### src/rtl/fmul_ctrl_pkg.sv
// Shared definitions for the fmul sharing controller: FSM state encoding,
// requester count, default multiplier settle time and settle-counter width.
package fmul_ctrl_pkg;

    // Number of requesters sharing the multiplier.
    localparam int NUM_REQ     = 2;

    // Default number of cycles the operands are held before the result is sampled.
    localparam int MUL_LAT_DEF = 2;

    // Width of the settle counter; bounds the largest usable MUL_LAT to 2**CNT_W.
    localparam int CNT_W       = 8;

    typedef enum logic [1:0] {
        IDLE = 2'd0,
        WAIT = 2'd1,
        RESP = 2'd2
    } state_t;

endpackage

### src/rtl/fmul_arbiter_rr_arb2.sv
// Two-input round-robin grant. The result is purely combinational; the
// priority pointer is owned by the instantiating controller.
module rr_arb2
    import fmul_ctrl_pkg::*;
(
    input  logic [NUM_REQ-1:0] req_valid,
    input  logic               ptr,
    output logic [NUM_REQ-1:0] grant
);

    // A lone request always wins; the pointer only breaks a tie.
    always_comb begin
        grant = req_valid;
        if (&req_valid) begin
            grant = ptr ? 2'b10 : 2'b01;
        end
    end

endmodule

### src/rtl/fmul_arbiter.sv
// Shares one combinational fmul between two requesters. One operation at a
// time is accepted, its operands are held on the multiplier for MUL_LAT
// cycles, the result is captured and returned to the owning requester.
// Optional build macro FMUL_ARB_STATS_EN adds saturating per-requester
// completion counters grant_cnt0 / grant_cnt1.
module fmul_arbiter
    import fmul_ctrl_pkg::*;
#(
    parameter int MUL_LAT = MUL_LAT_DEF,
    parameter int W       = 32
) (
    input  logic                 clk,
    input  logic                 rst_n,
    input  logic [NUM_REQ-1:0]   req_valid,
    output logic [NUM_REQ-1:0]   req_ready,
    input  logic [NUM_REQ*W-1:0] req_op_a,
    input  logic [NUM_REQ*W-1:0] req_op_b,
    input  logic [NUM_REQ-1:0]   req_mode_fp,
    input  logic [NUM_REQ-1:0]   req_round_mode,
    output logic [NUM_REQ-1:0]   rsp_valid,
    input  logic [NUM_REQ-1:0]   rsp_ready,
    output logic [W-1:0]         rsp_data,
    output logic [W-1:0]         mul_op_a,
    output logic [W-1:0]         mul_op_b,
    output logic                 mul_mode_fp,
    output logic                 mul_round_mode,
    input  logic [W-1:0]         mul_re,
`ifdef FMUL_ARB_STATS_EN
    output logic [15:0]          grant_cnt0,
    output logic [15:0]          grant_cnt1,
`endif
    output logic                 busy
);

    generate
        if (MUL_LAT < 1) begin : g_lat_too_small
            $error("fmul_arbiter: MUL_LAT must be at least 1");
        end
        if (MUL_LAT > (1 << CNT_W)) begin : g_lat_too_large
            $error("fmul_arbiter: MUL_LAT exceeds the settle counter range");
        end
    endgenerate

    // Counter load on acceptance: reaching zero marks the sampling edge.
    localparam logic [CNT_W-1:0] CNT_LOAD = CNT_W'(MUL_LAT - 1);

    state_t             state_q;
    state_t             state_d;
    logic               owner_q;   // requester that owns the operation in flight
    logic               ptr_q;     // requester favoured on a tie
    logic [CNT_W-1:0]   cnt_q;
    logic [NUM_REQ-1:0] grant;
    logic               sel;
    logic               accept;
    logic               capture;
    logic               complete;

    rr_arb2 u_arb (
        .req_valid (req_valid),
        .ptr       (ptr_q),
        .grant     (grant)
    );

    // Index of the granted requester; only meaningful while accept is high.
    assign sel  = grant[1];
    assign busy = (state_q != IDLE);

    // Next-state logic plus the request/response handshake outputs.
    always_comb begin
        state_d   = state_q;
        req_ready = '0;
        rsp_valid = '0;
        accept    = 1'b0;
        capture   = 1'b0;
        complete  = 1'b0;
        case (state_q)
            IDLE: begin
                req_ready = grant;
                accept    = |grant;
                if (accept) begin
                    state_d = WAIT;
                end
            end
            WAIT: begin
                if (cnt_q == '0) begin
                    capture = 1'b1;
                    state_d = RESP;
                end
            end
            RESP: begin
                rsp_valid[owner_q] = 1'b1;
                // Only the owner's ready matters; the other bit is ignored.
                if (rsp_ready[owner_q]) begin
                    complete = 1'b1;
                    state_d  = IDLE;
                end
            end
            default: begin
                state_d = IDLE;
            end
        endcase
    end

    // FSM state register.
    always_ff @(posedge clk or negedge rst_n) begin
        if (!rst_n) begin
            state_q <= IDLE;
        end else begin
            state_q <= state_d;
        end
    end

    // Owner, round-robin pointer and settle counter.
    always_ff @(posedge clk or negedge rst_n) begin
        if (!rst_n) begin
            owner_q <= 1'b0;
            ptr_q   <= 1'b0;
            cnt_q   <= '0;
        end else begin
            if (accept) begin
                owner_q <= sel;
                cnt_q   <= CNT_LOAD;
            end else if ((state_q == WAIT) && (cnt_q != '0)) begin
                cnt_q <= cnt_q - CNT_W'(1);
            end
            // The pointer moves only when a response is consumed, so a
            // requester stuck in backpressure cannot lose its turn early.
            if (complete) begin
                ptr_q <= ~owner_q;
            end
        end
    end

    // Operand registers driving the multiplier and the captured result;
    // both keep their last value between operations.
    always_ff @(posedge clk or negedge rst_n) begin
        if (!rst_n) begin
            mul_op_a       <= '0;
            mul_op_b       <= '0;
            mul_mode_fp    <= 1'b0;
            mul_round_mode <= 1'b0;
            rsp_data       <= '0;
        end else begin
            if (accept) begin
                mul_op_a       <= sel ? req_op_a[2*W-1:W] : req_op_a[W-1:0];
                mul_op_b       <= sel ? req_op_b[2*W-1:W] : req_op_b[W-1:0];
                mul_mode_fp    <= req_mode_fp[sel];
                mul_round_mode <= req_round_mode[sel];
            end
            if (capture) begin
                rsp_data <= mul_re;
            end
        end
    end

`ifdef FMUL_ARB_STATS_EN
    // Saturating count of completed responses per requester.
    always_ff @(posedge clk or negedge rst_n) begin
        if (!rst_n) begin
            grant_cnt0 <= '0;
            grant_cnt1 <= '0;
        end else if (complete) begin
            if (!owner_q && (grant_cnt0 != 16'hFFFF)) begin
                grant_cnt0 <= grant_cnt0 + 16'd1;
            end
            if (owner_q && (grant_cnt1 != 16'hFFFF)) begin
                grant_cnt1 <= grant_cnt1 + 16'd1;
            end
        end
    end
`endif

endmodule

### config.mk
export PLATFORM = sky130hd
export DESIGN_NAME = fmul_arbiter
export DESIGN_NICKNAME = d
export VERILOG_FILES = /design/src/rtl/fmul_ctrl_pkg.sv /design/src/rtl/fmul_arbiter_rr_arb2.sv /design/src/rtl/fmul_arbiter.sv
export SDC_FILE = /design/constraint.sdc
export NUM_CORES = 1
export LEC_CHECK = 0
export BUFFER_PORTS_ARGS = -buffer_cell sky130_fd_sc_hd__buf_2
export CAP_MARGIN = 20
export CORE_AREA = 2 2 115 117
export CTS_CLUSTER_SIZE = 16
export DETAILED_ROUTE_END_ITERATION = 7
export DIE_AREA = 0 0 117 119
export PLACE_DENSITY = 0.78
export REMOVE_ABC_BUFFERS = 1
export SLEW_MARGIN = 20
export SYNTH_ARGS = -nofsm -noshare
export SYNTH_HDL_FRONTEND = slang
export SYNTH_HIERARCHICAL = 1
export SYNTH_SLANG_ARGS = --single-unit
### constraint.sdc
create_clock -name clk -period 3.4 [get_ports clk]
set_input_delay 0.51 -clock clk [delete_from_list [all_inputs] [get_ports clk]]
set_output_delay 0.51 -clock clk [all_outputs]
set_load 0.03 [all_outputs]
==> Word level (Yosys, flattened, before mapping) <==
Cells that the tools add are included.
{ "op_classes": {"n_lt_le_gt_ge": 3, "reduce_logical": 10, "addsub": 1, "n_mux": 25, "n_shift": 0, "n_bitwise": 1, "n_eq_ne": 5, "div_mod_pow": 0, "mul": 0} }
{ "op_table": {"columns": ["operator", "count"], "rows": [
  ["2-to-1 mux 32 bit", 2],
  ["2-to-1 mux 8 bit", 2],
  ["2-to-1 mux 2 bit", 7],
  ["2-to-1 mux 1 bit", 12],
  ["logical NOT 8 bit", 1],
  ["nonzero test 8 bit", 1],
  ["subtractor 8 x 1 -> 8 bit, second input constant", 1],
  ["!= test 2 bit, second input constant", 3],
  ["case mux 2 bit (3 select lines)", 1],
  ["less-than comparator 1 x 2 -> 1 bit, second input constant", 2],
  ["nonzero test 2 bit", 2],
  ["AND reduction 3 bit", 1],
  ["equality test 2 x 1 -> 1 bit, second input constant", 1],
  ["equality test 2 bit, second input constant", 1],
  ["logical AND 1 bit", 2],
  ["logical NOT 2 bit", 1],
  ["AND reduction 2 bit", 1],
  ["OR reduction 2 bit", 1],
  ["demux 1 bit (select 1 bit)", 1],
  ["greater-or-equal comparator 1 bit, second input constant", 1],
  ["NOT 1 bit", 1]
]} }
{ "word_totals": {"mem_bits_ro": 0, "mem_count": 0, "ff_bits": 110, "latchBits": 0, "ramBits": 0, "out_inout_bits": 103} }

==> Depth between registers and ports, before layout <==
{ "logic_depth": {"word_depth": 5, "depth_mapped": 8, "mapped_depth_nobuf": 6} }

==> By module <==
Netlist, hierarchy kept.
{ "modules_own_cells": {"columns": ["mod", "area_per_inst_um2", "cells_per_inst", "seq_area_each_um2", "instances"], "rows": [
  ["fmul_arbiter", 4952.2, 421, 2752.6, 1],
  ["rr_arb2", 18.8, 3, 0.0, 1]
]} }

==> Worst setup path after synthesis <==
Ideal clock, no wire load.
{ "synth_timing": {"path_kind": "input-to-output", "start": "input req_valid[1]", "end": "output req_ready[1]", "arrival_time_ns": 1.400, "required_ns": 2.890, "path_slack_ns": 1.490, "path_stages": 4, "n_path_buf": 2, "path_cell_list": "a21boi_1 -> clkbuf_1 -> buf_2 -> and2_1"} }
{ "synth_via": {"elab_chain_len": 3} }
{ "synth_rtl": {"columns": ["element", "line_no", "source"], "rows": [
  ["from (decl)", "fmul_arbiter.sv:14", "input logic [NUM_REQ-1:0] req_valid,"],
  ["AND reduction 2 bit", "fmul_arbiter_rr_arb2.sv:14", "if (&req_valid) begin"],
  ["2-to-1 mux 2 bit (*)", "fmul_arbiter_rr_arb2.sv:14", null],
  ["2-to-1 mux 2 bit (*)", "fmul_arbiter.sv:76", "case (state_q)"],
  ["to (decl)", "fmul_arbiter.sv:15", "output logic [NUM_REQ-1:0] req_ready,"]
]} }
Every way passes the cells marked *; elsewhere a longest branch is shown, timed or not.

==> Final worst setup path <==
{ "layout_timing": {"start": "register state_q[1]", "end": "output req_ready[1]"} }
{ "layout_via": {"elab_chain_len": 2} }
{ "layout_rtl": {"columns": ["element", "line_no", "source"], "rows": [
  ["from (decl)", "fmul_arbiter.sv:47", "state_t state_q;"],
  ["from (signal assigned)", "fmul_arbiter.sv:109", "state_q <= state_d;"],
  ["logical NOT 2 bit", "fmul_arbiter.sv:76", null],
  ["2-to-1 mux 2 bit", "fmul_arbiter.sv:76", null]
]} }
No other way between the ends.

==> run_results.csv <==
group,metric,value,unit
placed_design,place_congestion,0.768,
floorplan,start_util,38.6,%
cts,clock_path_buffers,2,
sta,setup-violations-final,0,
critical_path,path_class,"flip-flop to output pin",
placed_design,io_buffer_count,272,
placed_design,hpwl,9070,um
sta,fin_crit_sh,63.4,%
finish,drive_above_1_share,47.8,%
finish,nFillCells,1179,
detailed_routing,drtIter0Drc,113,
finish,area_growth_syn_to_layout,37.6,%
synth,yosysUniqueCellTypes,35,
sta,timing.hold.ws,0.251,ns
sta,finalHoldViolations,0,
floorplan,die_y,119,um
power_and_ir_drop,ir_drop,0.459,mV
critical_path,crit_fanout,6,
cts,root_buffer,"clkbuf_16",
detailed_routing,wl_met3,1040,um
grt,grtUsageTotal,17.1,%
sta,min_period,2.16,ns
cts,clkSlewWorstSetupHoldPaths,0.07,ns
critical_path,critPathLaunch,"state_q[1]$_DFFE_PN0P_",
sta,maxSlewHeadroom,45.0,%
synth,synth_edf_count,0,
cts,cts_hold_buf,0,
sta,rsz0062_at_grt,"false",
critical_path,cp-start-kind,"flip-flop",
sta,worst_slew_pin_slew,0.825,ns
sta,slew_viol_final,0,
synth,synth_ff_type,"dfrtp_1",
finish,multi_input_area,2100,um^2
floorplan,rows,42,
detailed_routing,drt.antenna.violating_nets,0,
grt,grt_pass1_wl,18600,um
sta,finClkSkew,0.0121,ns
synth,yosysWarnings,6,
detailed_routing,drc,0,
floorplan,core,12900,um^2
synth,synth_seq_cells,110,
critical_path,worst-r2r-cell-count,6,
finish,regArea,2750,um^2
synth,syn-cell-area,4970,um^2
synth,synth_seq_area_share,55.4,%
cts,cts_tree,"yes",
detailed_routing,m1WireLength,5060,um
cts,clk_latency,0.35,ns
power_and_ir_drop,p_total,6570,uW
run,cap_violations,0,
detailed_routing,dr.pass1.iters,4,
finish,antenna_cells,0,
floorplan,die_area,13900,um^2
run_status,outcome,"finished clean",
sta,tns,0,ns
critical_path,critPathArrivalTime,1.65,ns
power_and_ir_drop,cellLeakagePower,0.00377,uW
cts,cts_post_setup_buffers_inserted,0,
floorplan,io_pins,273,
hold_path,hold_class,"primary input to asynchronous set/reset pin",
detailed_routing,finalWirelength,12000,um
grt,grt_overflow,0,
critical_path,r2r-start,"cnt_q[0]$_DFFE_PN0P_",
detailed_routing,routed.top_layer,"met4",
detailed_routing,via_per_inst,4.51,
cts,cts_made_buffers,9,
cts,htree_levels,3,
grt,grt_antenna_before_repair,0,
sta,fmax,0.464,GHz
cts,cts-resized-gates,0,
critical_path,end_kind,"output pin",
cts,cts.sinks,110,
grt,grt_max_degree,75,
finish,final_nets,859,
critical_path,cp.required,2.89,ns
detailed_routing,post_drt_wl_per_cell,13.8,um
synth,syn_inst,424,
power_and_ir_drop,power_density,961,nW/um^2
floorplan,fp.dieW,117,um
detailed_routing,routed-via-count,3917,
synth,syn_area_per_cell,11.7,um^2
detailed_routing,dr_wl_met2,5630,um
grt,first_global_vias,3853,
synth,synthArstFlopShare,100,%
## sequential cells by signal, summed over array words and instances, names as in the netlist, 2 cells and up
register and cells:
cnt_q 8, mul_op_a 32, mul_op_b 32, rsp_data 32, state_q 2
## final cells by class
class | instances | area share [%]
inverter | 5 | 0.274
tap | 176 | 3.22
sequential | 110 | 40.3
timing repair buffer | 277 | 20.9
clock buffer | 10 | 3.35
clock inverter | 6 | 1.39
multi-input combinational | 284 | 30.6
## cell usage in the layout, fill, tap and decap left out, types with 2 or more instances in the layout
master     count
a21oi_1        3
and2_1         2
buf_12         2
buf_2        271
buf_4          4
bufinv_16      2
clkbuf_16      9
clkinv_4       3
dfrtp_1      110
ha_1           2
inv_1          5
mux2_2         4
mux2_4        29
mux2i_1       69
nand2_1       74
nor2_1         5
nor3_1         3
nor4b_1        2
o211ai_1       2
o21a_1         2
o21ai_0       68
xor2_1         3
## path summary, 6_finish.rpt
kind	to	slack, ns
setup / recovery	req_ready[1]	1.24
hold / removal	rsp_data[10]$_DFFE_PN0P_	0.25
setup reg to reg	rsp_data[16]$_DFFE_PN0P_	1.27
hold reg to reg	mul_op_a[12]$_DFFE_PN0P_	0.48
max in group asynchronous	mul_op_b[21]$_DFFE_PN0P_	2.39
min in group clk	rsp_data[6]$_DFFE_PN0P_	0.39
## synthesized netlist by cell type (2+ instances only)
master    count  area share (%)
dfrtp_1     110              55
nand2_1      74             5.6
mux2i_1      69              14
o21ai_0      68             6.8
mux2_4       29             8.8
clkbuf_1     13            0.98
buf_2         8            0.81
inv_1         5            0.38
nor2_1        5            0.38
mux2_2        4            0.91
a21oi_1       3            0.30
buf_6         3            0.68
nor3_1        3            0.30
xor2_1        3            0.53
a21boi_1      2            0.30
and2_1        2            0.25
ha_1          2            0.50
nor4b_1       2            0.35
o211ai_1      2            0.30
o21a_1        2            0.30
## through the flow
step	cell area (um^2)	utilization (%)	setup slack, ns	instances
floorplan	4840	-	-7.42	399
global placement	6510	50.6	1.36	852
detailed placement	6510	50.6	1.28	852
CTS	6840	53.1	1.23	868
global route	6840	53.1	1.10	868
finish	6840	53.1	1.24	868
## where the power goes
group / internal, uW / leakage, uW / switching (uW)
Clock: 653 / 0.000157 / 477
Combinational: 1090 / 0.00227 / 2060
Sequential: 1930 / 0.00134 / 354
Total: 3680 / 0.00377 / 2890
## kinds of logic after synthesis
| group | Yosys count | share of synthesized area (%) |
|---|---|---|
| adders and majority gates | 2 | 0.503 |
| AOI/OAI and AO/OA | 80 | 8.46 |
| and+or+nand+nor | 97 | 8.66 |
| xor gates and xnor gates | 3 | 0.529 |
| DFF | 110 | 55.4 |
| buffers and inverters | 30 | 2.92 |
| muxes | 102 | 23.6 |
## worst max-delay path, cell delays in order, from the launching register on
cell	delay, ns
dfrtp_1	0.44
nor2_1	0.41
and2_1	0.24
buf_2	0.21
## metal layers
layer / vias to the layer above / track usage [%]
li1: 1995 / -
met1: 1730 / 20.7
met2: 176 / 28.5
met3: 16 / 5.04
met4: 0 / 6.62
met5: - / 0
Note: power is estimated with default switching activity, not from simulation.
